[config.mk]
export PLATFORM = sky130hd
export DESIGN_NAME = sc1_uart_loader
export DESIGN_NICKNAME = d
export VERILOG_FILES = /design/src/rtl/sc1_uart_loader.sv
export SDC_FILE = /design/constraint.sdc
export NUM_CORES = 1
export LEC_CHECK = 0
export CAP_MARGIN = 20
export CORE_UTILIZATION = 45
export CTS_CLUSTER_SIZE = 8
export DETAILED_ROUTE_END_ITERATION = 10
export PLACE_DENSITY = 0.59
export SYNTH_ARGS = -nofsm -noshare
export SYNTH_HDL_FRONTEND = slang
export SYNTH_SLANG_ARGS = --single-unit
export TNS_END_PERCENT = 30
[constraint.sdc]
create_clock -name clk -period 5.75 [get_ports clk]
set_input_delay 0.8625 -clock clk [delete_from_list [all_inputs] [get_ports clk]]
set_output_delay 0.8625 -clock clk [all_outputs]
set_load 0.1 [all_outputs]
[src/rtl/sc1_uart_loader.sv]
// UART boot loader for sc1_soc: receives an A5-framed, length-prefixed, XOR-checksummed
// image over 8N1 serial and writes it word by word into instruction memory.
module sc1_uart_loader #(
    parameter int UART_CLK_HZ        = 12000000,
    parameter int UART_SCLK_HZ       = 115200,
    parameter int UART_COUNTER_WIDTH = 9,
    parameter int WIDTH_D            = 32,
    parameter int DEPTH_I            = 10
) (
    input  logic               clk,
    input  logic               reset_n,
    input  logic               uart_rxd,
    output logic               mem_we,
    output logic [DEPTH_I-1:0] mem_addr,
    output logic [WIDTH_D-1:0] mem_data,
    output logic               cpu_reset,
    output logic               busy,
    output logic               done,
    output logic               error
);

    localparam int DIV = UART_CLK_HZ / UART_SCLK_HZ;
    localparam logic [UART_COUNTER_WIDTH-1:0] BIT_M1  = UART_COUNTER_WIDTH'(DIV - 1);
    localparam logic [UART_COUNTER_WIDTH-1:0] HALF_M1 = UART_COUNTER_WIDTH'(DIV / 2 - 1);
    localparam logic [16:0] MAX_WORDS = 17'(1 << DEPTH_I);
    localparam logic [7:0]  SYNC_BYTE = 8'hA5;

    typedef enum logic [1:0] {RX_IDLE, RX_START, RX_DATA, RX_STOP} rx_state_t;
    typedef enum logic [2:0] {IDLE, LEN0, LEN1, DATA, CSUM, DONE, ERR} state_t;

    logic rst_meta, rst_n_s;

    // Asynchronous assertion, release aligned to clk after two flops
    always_ff @(posedge clk or negedge reset_n) begin
        if (!reset_n) begin
            rst_meta <= 1'b0;
            rst_n_s  <= 1'b0;
        end else begin
            rst_meta <= 1'b1;
            rst_n_s  <= rst_meta;
        end
    end

    logic rxd_p0, rxd_p1, rxd_p2;

    // Stage p0/p1: synchronizer; p2 holds the previous synchronized value for edge detection
    always_ff @(posedge clk or negedge rst_n_s) begin
        if (!rst_n_s) begin
            rxd_p0 <= 1'b1;
            rxd_p1 <= 1'b1;
            rxd_p2 <= 1'b1;
        end else begin
            rxd_p0 <= uart_rxd;
            rxd_p1 <= rxd_p0;
            rxd_p2 <= rxd_p1;
        end
    end

    rx_state_t                     rx_state;
    logic [UART_COUNTER_WIDTH-1:0] rx_cnt;
    logic [2:0]                    rx_bit;
    logic [7:0]                    rx_shift;
    logic [7:0]                    rx_byte;
    logic                          byte_valid;
    logic                          frame_err;

    always_ff @(posedge clk or negedge rst_n_s) begin
        if (!rst_n_s) begin
            rx_state   <= RX_IDLE;
            rx_cnt     <= '0;
            rx_bit     <= '0;
            rx_shift   <= '0;
            rx_byte    <= '0;
            byte_valid <= 1'b0;
            frame_err  <= 1'b0;
        end else begin
            byte_valid <= 1'b0;
            frame_err  <= 1'b0;
            case (rx_state)
                RX_IDLE: begin
                    if (rxd_p2 && !rxd_p1) begin
                        rx_cnt   <= HALF_M1;
                        rx_state <= RX_START;
                    end
                end
                RX_START: begin
                    if (rx_cnt != '0) begin
                        rx_cnt <= rx_cnt - 1'b1;
                    end else if (rxd_p1) begin
                        rx_state <= RX_IDLE;
                    end else begin
                        rx_cnt   <= BIT_M1;
                        rx_bit   <= '0;
                        rx_state <= RX_DATA;
                    end
                end
                RX_DATA: begin
                    if (rx_cnt != '0) begin
                        rx_cnt <= rx_cnt - 1'b1;
                    end else begin
                        rx_shift <= {rxd_p1, rx_shift[7:1]};
                        rx_cnt   <= BIT_M1;
                        rx_bit   <= rx_bit + 3'd1;
                        if (rx_bit == 3'd7) rx_state <= RX_STOP;
                    end
                end
                RX_STOP: begin
                    if (rx_cnt != '0) begin
                        rx_cnt <= rx_cnt - 1'b1;
                    end else begin
                        if (rxd_p1) begin
                            rx_byte    <= rx_shift;
                            byte_valid <= 1'b1;
                        end else begin
                            frame_err <= 1'b1;
                        end
                        rx_state <= RX_IDLE;
                    end
                end
                default: rx_state <= RX_IDLE;
            endcase
        end
    end

    state_t             state;
    logic [15:0]        count;
    logic [16:0]        words_done;
    logic [1:0]         byte_idx;
    logic [7:0]         checksum;
    logic [WIDTH_D-1:0] word;
    logic [16:0]        len_next;

    assign len_next = {1'b0, rx_byte, count[7:0]};

    always_ff @(posedge clk or negedge rst_n_s) begin
        if (!rst_n_s) begin
            state      <= IDLE;
            count      <= '0;
            words_done <= '0;
            byte_idx   <= '0;
            checksum   <= '0;
            word       <= '0;
            mem_we     <= 1'b0;
            mem_addr   <= '0;
            mem_data   <= '0;
            cpu_reset  <= 1'b1;
            busy       <= 1'b0;
            done       <= 1'b0;
            error      <= 1'b0;
        end else begin
            mem_we <= 1'b0;
            if (mem_we) mem_addr <= mem_addr + DEPTH_I'(1);
            case (state)
                IDLE, DONE, ERR: begin
                    if (byte_valid && rx_byte == SYNC_BYTE) begin
                        state      <= LEN0;
                        busy       <= 1'b1;
                        cpu_reset  <= 1'b1;
                        done       <= 1'b0;
                        error      <= 1'b0;
                        mem_addr   <= '0;
                        checksum   <= '0;
                        words_done <= '0;
                        byte_idx   <= '0;
                    end
                end
                LEN0: begin
                    if (byte_valid) begin
                        count[7:0] <= rx_byte;
                        state      <= LEN1;
                    end else if (frame_err) begin
                        state <= ERR;
                        busy  <= 1'b0;
                        error <= 1'b1;
                    end
                end
                LEN1: begin
                    if (byte_valid) begin
                        count[15:8] <= rx_byte;
                        if (len_next == 17'd0) begin
                            state <= CSUM;
                        end else if (len_next > MAX_WORDS) begin
                            state <= ERR;
                            busy  <= 1'b0;
                            error <= 1'b1;
                        end else begin
                            state <= DATA;
                        end
                    end else if (frame_err) begin
                        state <= ERR;
                        busy  <= 1'b0;
                        error <= 1'b1;
                    end
                end
                DATA: begin
                    // Leave DATA on the cycle the final write strobe is visible
                    if (mem_we) begin
                        words_done <= words_done + 17'd1;
                        if (words_done + 17'd1 == {1'b0, count}) state <= CSUM;
                    end
                    if (byte_valid) begin
                        checksum                <= checksum ^ rx_byte;
                        word[{byte_idx, 3'b000} +: 8] <= rx_byte;
                        byte_idx                <= byte_idx + 2'd1;
                        if (byte_idx == 2'd3) begin
                            mem_we   <= 1'b1;
                            mem_data <= WIDTH_D'({rx_byte, word[23:0]});
                        end
                    end else if (frame_err) begin
                        state <= ERR;
                        busy  <= 1'b0;
                        error <= 1'b1;
                    end
                end
                CSUM: begin
                    if (byte_valid) begin
                        busy <= 1'b0;
                        if (rx_byte == checksum) begin
                            state     <= DONE;
                            done      <= 1'b1;
                            cpu_reset <= 1'b0;
                        end else begin
                            state <= ERR;
                            error <= 1'b1;
                        end
                    end else if (frame_err) begin
                        state <= ERR;
                        busy  <= 1'b0;
                        error <= 1'b1;
                    end
                end
                default: state <= IDLE;
            endcase
        end
    end

endmodule

# Yosys cells after proc, flatten, opt, wreduce, memory -nomap -nowiden
# Index checks and enable logic that the tools add are counted.
# totals
out_inout_bits,47
regBits,162
ramBits,0
latchBits,0
elab_cells,170
mem_bits_ro,0
input_bits,3
mem_count,0
# classes
n_bitwise,2
n_mux,75
addsub,6
magnitude_cmp,1
reduce_logical,27
div,0
mul,0
shift,2
n_eq_ne,31
# op_table
operator,count
9-bit two-way mux,5
3-bit two-way mux,14
9-bit case mux with 4 select lines,1
17-bit two-way mux,2
17-bit case mux with 2 select lines,1
32-bit bitwise mux,1
8-bit by 7-bit variable shift with 32-bit output (first input constant),1
8-bit by 7-bit indexed part select with 32-bit output,1
10-bit two-way mux,3
1-bit two-way mux,28
2-bit != test (second input constant),13
2-bit two-way mux,9
17-bit by 1-bit adder with 17-bit output (second input constant),1
17-bit by 16-bit == test with 1-bit output,1
17-bit logical NOT,1
16-bit by 11-bit greater-than comparator with 1-bit output (second input constant),1
8-bit two-way mux,2
8-bit case mux with 2 select lines,1
3-bit case mux with 5 select lines,1
3-bit AND reduction,5
3-bit == test (second input constant),4
3-bit != test (second input constant),4
10-bit by 1-bit adder with 10-bit output (second input constant),1
5-bit AND reduction,2
29 further kinds,41

# Depth between registers and ports, before layout
# logic_depth
ltp_word,7
depth_mapped,10
ltp_nobuf,9

# Worst setup path before layout
# Ideal clock, no wire load.
# synth_path
path_type,flip-flop to flip-flop
startpoint,register mem_we
endpoint,register state[1]
path_stages_with_launch,8
synth_period_minus_slack_ps,2767
setup_ps,118
t_required_ps,5632
setup_slack_ps,2983
arrival_time_ps,2649
path_buffers,1
cell_sequence,dfrtp_1 > clkbuf_1 > o2111ai_1 > a311o_1 > nor4b_1 > nand4b_1 > or4_1 > a21o_1
# synth_between
elab_chain_len,4
# synth_rtl
element,line_no,text
from (decl),13,"output logic mem_we,"
from (signal assigned),143,mem_we <= 1'b0;
from (signal assigned),151,mem_we <= 1'b0;
from (signal assigned),206,mem_we <= 1'b1;
3-bit two-way mux *,197,if (mem_we) begin
3-bit two-way mux,209,end else if (frame_err) begin
3-bit two-way mux *,201,if (byte_valid) begin
3-bit case mux with 5 select lines *,153,case (state)
to (signal assigned),156,state <= LEN0;
to (signal assigned),199,"if (words_done + 17'd1 == {1'b0, count}) state <= CSUM;"
to (signal assigned),210,state <= ERR;
to (decl),125,state_t state;
# Mark *: on every way between the ends. The rest lies on a longest branch, timed or not.
# A chain may end at the register's enable or synchronous reset.

# Worst setup path after layout
# layout_path
startpoint,register words_done[7]
endpoint,register state[1]
# layout_between
elab_chain_len,7
# layout_rtl
element,line_no,text
from (decl),127,logic [16:0] words_done;
from (signal assigned),198,words_done <= words_done + 17'd1;
17-bit by 1-bit adder with 17-bit output *,199,
17-bit by 16-bit == test with 1-bit output *,199,
3-bit two-way mux *,199,
3-bit two-way mux *,197,
3-bit two-way mux,209,
3-bit two-way mux *,201,
3-bit case mux with 5 select lines *,153,
# Marked as above.

==> results.tsv <==
metric	value	unit
cts_setup_buffers	0	
grt_pass1_wl	28200	um
clk_path_buf_depth	2	
die_h	132	um
cts_buffers	17	
first_pass_iters	4	
synth-main-ff-cell	dfrtp_1	
dr_total_vias	5596	
grt_antenna_before_repair	0	
crit_path_start_kind	flip-flop	
core.rowCount	46	
final-setup-viol-count	0	
min_path_type	flip-flop to async pin	
area_growth	16.2	%
maxSlewHeadroom	31.3	%
crit_arrival	3.61	ns
vdd_drop_max	216	uV
antennaDiodeCount	0	
clock_sinks	154	
drive_above_1_share	14.4	%
synthDistinctLibCells	62	
cts.repair.resized	0	
wl	16700	um
syn-num-nets	765	
r2r_cells	7	
via_per_inst	5.54	
grt_pass1_vias	5660	
cts_tree	done	
cp-end-kind	flip-flop	
fin_nets	799	
status	completed	
yosys.area.top_type	dfrtp_1	
cts-root-buf	clkbuf_16	
synth_top_area_share	49.7	%
crit_type	flip-flop to flip-flop	
core	16100	um2
grt_max_degree	74	
clk_latency	0.42	ns
yosysSeqAreaShare	51.1	%
regToRegEndpoint	state[1]	
dieArea	17300	um2
drc_errors	0	
wl_per_cell	16.6	um
fmax	303	MHz
worst-path-max-fanout	11	
hold_viol_final	0	
crit_required	6.06	ns
timing.rr.start	words_done[7]	
min_period	3.30	ns
synth_area_per_cell	10.1	um2
grt_overflow	0	
drtAntennaViolNets	0	
setup_tns	0	ns
cap_violations	0	
drv_slew	0	
ys_warn_count	0	
synth_area_leaders	dfrtp_1 50%, mux2_2 9.4%, o21ai_0 5.8%, nand2_1 5.0%, xnor2_1 2.8%	
gp_congestion	0.832	
rsz0062_at_grt	no	
placed_cell_area	8170	um2
final_area	8780	um2
p_leak	0.00393	uW
synth_common_cells	150 x dfrtp_1, 100 x nand2_1, 87 x o21ai_0, 63 x mux2_2, 53 x nor2_1	
ios	50	
whs	0.205	ns
netlist_instances	747	
ff2ff_setup_slack	2.45	ns
dieWidth	132	um
syn_area	7550	um2
ctsHoldBuffers	0	
synthArstFlopShare	100	%
ys_ff_latch	154	
synth_edf_count	0	
clkTransAtPathRegs	0.07	ns
initial_utilization	46.8	%
period_share	57.4	%
worst_pin_slew	1.03	ns
h-tree-depth	4	
power_density	290	nW/um2
drtIter0Drc	444	
portBuffers	49	
yosysMostFrequentCell	dfrtp_1	
place_hpwl	11500	um
finClkSkew	0.00794	ns
grt_usage	20.5	%
layout make-up:
class	instances	area (um2)
inverters	18	67.6
flip-flops and latches	154	3860
multi-input cells	532	3450
clock buffers	18	439
well taps	216	270
fillers	1411	7340
repair buffers	58	551
clock inverters	14	136
cell usage in the layout (no fill, tap or decap), types with 5 or more instances in the layout:
cell             synthesis  final
and3_1                   9      9
xor2_1                  15     15
buf_4                    1      5
nand2_1                100    100
nand2b_1                 5      5
a31oi_1                  5      5
mux2_2                  63     63
a21oi_1                 25     25
nand3_1                 17     17
nand4_1                  6      6
nor2_1                  53     53
inv_1                   18     18
clkbuf_16                0     17
o31ai_1                  9      9
dfrtp_1                150    149
or3_1                    9      9
o21ai_0                 87     87
clkdlybuf4s50_1          0     49
ha_1                    15     15
nor3_1                  12     12
xnor2_1                 24     24
how the worst max path moves through the flow:
stage / startpoint / to / slack, ns / cells past startpoint
floorplan: rst_n_s / async pin / 1.15 / 0
global placement: rx_byte[4] / words_done[10] / 2.20 / 6
detailed placement: rx_byte[4] / words_done[3] / 2.03 / 6
CTS: rx_byte[4] / words_done[3] / 2.03 / 6
global route: words_done[2] / state[1] / 2.22 / 7
finish: words_done[7] / state[1] / 2.45 / 7
layer usage:
metal / vias to the layer above / routed length, um / GRT usage [%]
li1: 2695 / - / -
met1: 2755 / 7620 / 25.9
met2: 116 / 8250 / 34.1
met3: 30 / 451 / 4.05
met4: 0 / 410 / 8.72
met5: - / 0 / 0
per-stage QoR:
step / setup WS (ns) / util, % / total power, uW / cells
after global routing: 2.22 / 54.5 / 2650 / 1010
after detailed placement: 2.03 / 50.7 / 1470 / 973
after CTS: 2.03 / 54.3 / 2570 / 1005
after floorplan: 1.15 / - / 1400 / 747
final: 2.45 / 54.5 / 2540 / 1010
after global placement: 2.20 / 50.7 / 1460 / 973
cell families after synthesis:
| logic type | after synthesis | synth area share, % |
|---|---|---|
| AND/OR/NAND/NOR | 244 | 15.7 |
| XOR/XNOR | 39 | 4.52 |
| flip-flops | 154 | 51.1 |
| multiplexers | 66 | 9.79 |
| other | 1 | 0.0497 |
| buffers and inverters | 61 | 3.20 |
| adder cells (fa/ha/maj) | 16 | 2.62 |
| AO/OA/AOI/OAI | 166 | 13.0 |
sequential cells by signal (all words and copies together) (netlist names), 9 cells and up, named ones only:
signal      cells
word           24
rx_cnt          9
mem_data       32
count          16
mem_addr       10
words_done     17
critical path, stage by stage (launching register included):
cell	delay, ns
dfrtp_1	0.63
nand4_4	0.20
nor3_1	0.83
a31oi_1	0.26
nor4b_1	0.37
nand4b_1	0.20
or4_1	0.50
a21o_1	0.19
power by group:
part / total [uW] / switching [uW] / internal, uW
Combinational: 300 / 187 / 112
Clock: 1080 / 468 / 616
Sequential: 1160 / 36.8 / 1120
Total: 2540 / 692 / 1850
(Power assumes the default switching activity.)
==> RTL edit (same flow settings) <==
Add an input register stage for `uart_rxd`, cleared by the reset; this delays it by one clock.
--- a/src/rtl/sc1_uart_loader.sv
+++ b/src/rtl/sc1_uart_loader.sv
@@ -28,6 +28,16 @@
     typedef enum logic [1:0] {RX_IDLE, RX_START, RX_DATA, RX_STOP} rx_state_t;
     typedef enum logic [2:0] {IDLE, LEN0, LEN1, DATA, CSUM, DONE, ERR} state_t;
 
+    logic uart_rxd_q;
+
+    always_ff @(posedge clk or negedge reset_n) begin
+        if (!reset_n) begin
+            uart_rxd_q <= '0;
+        end else begin
+            uart_rxd_q <= uart_rxd;
+        end
+    end
+
     logic rst_meta, rst_n_s;
 
     // Asynchronous assertion, release aligned to clk after two flops
@@ -50,7 +60,7 @@
             rxd_p1 <= 1'b1;
             rxd_p2 <= 1'b1;
         end else begin
-            rxd_p0 <= uart_rxd;
+            rxd_p0 <= uart_rxd_q;
             rxd_p1 <= rxd_p0;
             rxd_p2 <= rxd_p1;
         end
Function: same outputs for any inputs over 10 cycles, from zero or initial values and one cycle with reset_n low; that may be too few to reach the edited logic, so the function may still have changed.
==> RTL edit against the unedited design <==
Clock skew about the same; design area grew 0.90%; first-iteration DRC count grew 8.6%; worst setup slack improved by 0.16 ns; count of clock-buffer cells in the layout stayed put; register-to-register slack better by 0.52 ns; worst hold slack improved by 0.15 ns; sequential cell count rose by 1; critical path type is now reg2out; wire length grew 0.77%; total power is 1.1% higher; area after synthesis rose by 1.1%; critical endpoint is now mem_we; largest power group unchanged.
==> RTL edit: results (changes against the unedited design) <==
* Clock sinks at 155 (was 154)
* TritonRoute pass-1 iters at 5 (was 4)
* Status: finished clean (unchanged)
* 1st-iter DRT viols at 482 (was 444)
* Non-CTS inverters at 22 (was 18)
* Vias in the first global route at 5,651 (was 5,660)
* Bufs w/o clock at 53 (was 58)
* Mapped Cells at 751 (was 747)
* Critical R2R Launch: rx_cnt[0] (was words_done[7])
* Fraction of area in multi-input gates at 39.4% (was 39.3%)
* Routed len/inst at 16.6 um (about the same)
* Dpl ws at 3.06 ns (was 2.03 ns)
* Max Freq at 318 MHz (was 303 MHz)
* CP peak stage delay at 1.23 ns (was 0.83 ns)
* Vias per cell at 5.60 (was 5.54)
* Area occupied by registers at 3890 um^2 (was 3860 um^2)
* R2r worst-path depth at 8 (was 7)
* Clock Network Area Fraction at 6.75% (was 6.56%)
* CP endpoint: mem_we (was state[1])
* Total Routed Length at 16.9 mm (was 16.7 mm)
* Placer's final routability congestion estimate at 0.919 (was 0.832)
* First-pass GRT wire length at 28.6 mm (was 28.2 mm)
* Top post-synthesis cells by count: 151 x dfrtp_1, 97 x nand2_1, 86 x o21ai_0 (was 150 x dfrtp_1, 100 x nand2_1, 87 x o21ai_0)
* GRT Util Overall at 20.7% (was 20.5%)
* Synth top area cells: dfrtp_1 50%, mux2_2 9.2%, o21ai_0 5.6%, nand2_1 4.8%, xor2_1 2.5% (was dfrtp_1 50%, mux2_2 9.4%, o21ai_0 5.8%, nand2_1 5.0%, xnor2_1 2.8%)
* Slowest CP cell: clkdlybuf4s50_1 (was nor3_1)
* Synth unique cells at 72 (was 62)
* HP Class: reg2reg (was reg2async)
* Cell family with most CP delay: buffers and inverters (was simple AND/OR/NAND/NOR gates)
* Largest net degree at the start of global routing at 61 (was 74)
* Dpl hpwl at 11.3 mm (was 11.5 mm)
* Worst reg2reg endpoint: rx_cnt[5] (was state[1])
* LEAKAGE at 0.00403 uW (was 0.00393 uW)
* Peak VDD IR at 263 uV (was 216 uV)
* Dpl cells at 983 (was 973)
* Share of layout cells above drive strength 1 at 14.7% (was 14.4%)
* Net Count, Synth at 769 (was 765)
* Least-Margin Pin Slew at 1.05 ns (was 1.03 ns)
* Setup crit start: mem_we (was words_done[7])
* Register area share after synthesis at 50.9% (was 51.1%)
==> RTL edit: kinds of logic (layout without fill, tap and decap cells) <==
| group | count (synthesis) | in the layout | share of synthesized area [%] |
|---|---|---|---|
| flops | 155 | 155 | 50.9 |
| compound gates | 171 | 171 | 14.0 |
| xor+xnor | 37 | 37 | 4.43 |
| fa+ha+maj | 15 | 15 | 2.46 |
| simple gates | 246 | 246 | 15.5 |
| buf+inv | 63 | 107 | 3.35 |
| other cells | 1 | 1 | 0.0491 |
| mux | 63 | 63 | 9.28 |
==> RTL edit: how the worst min path moves through the flow <==
stage               to  slack [ns]  depth (start not counted)
2_1_floorplan  rst_n_s        0.33                          0
6_report        rxd_p1        0.36                          0
4_1_cts         rxd_p1        0.36                          0
3_5_place_dp   rst_n_s        0.34                          0
5_1_grt         rxd_p1        0.37                          0
3_3_place_gp   rst_n_s        0.34                          0
==> RTL edit: routing by layer <==
layer  wire length [um]  vias up  global-route usage, %
met4                376        0                   8.56
met1               7880     2814                   27.5
met2               7950      120                   33.2
met3                648       26                   4.31
li1                   -     2724                      -
met5                  0        -                      0
==> RTL edit: stage by stage <==
stage          cell area [um^2]  total power (uW)  hold WS [ns]
4_1_cts                    8850              2600         0.363
3_5_place_dp               8260              1460         0.343
5_1_grt                    8850              2690         0.365
6_report                   8850              2570         0.360
3_3_place_gp               8260              1440         0.341
2_1_floorplan              7630              1400         0.331
==> RTL edit: power by group through the flow <==
stage / Sequential, uW / Combinational, uW / Clock (uW)
after CTS: 1170 / 269 / 1160
after global placement: 1190 / 256 / 0
after floorplan: 1190 / 209 / 0
after detailed placement: 1190 / 268 / 0
final: 1170 / 270 / 1130
after global routing: 1180 / 307 / 1200
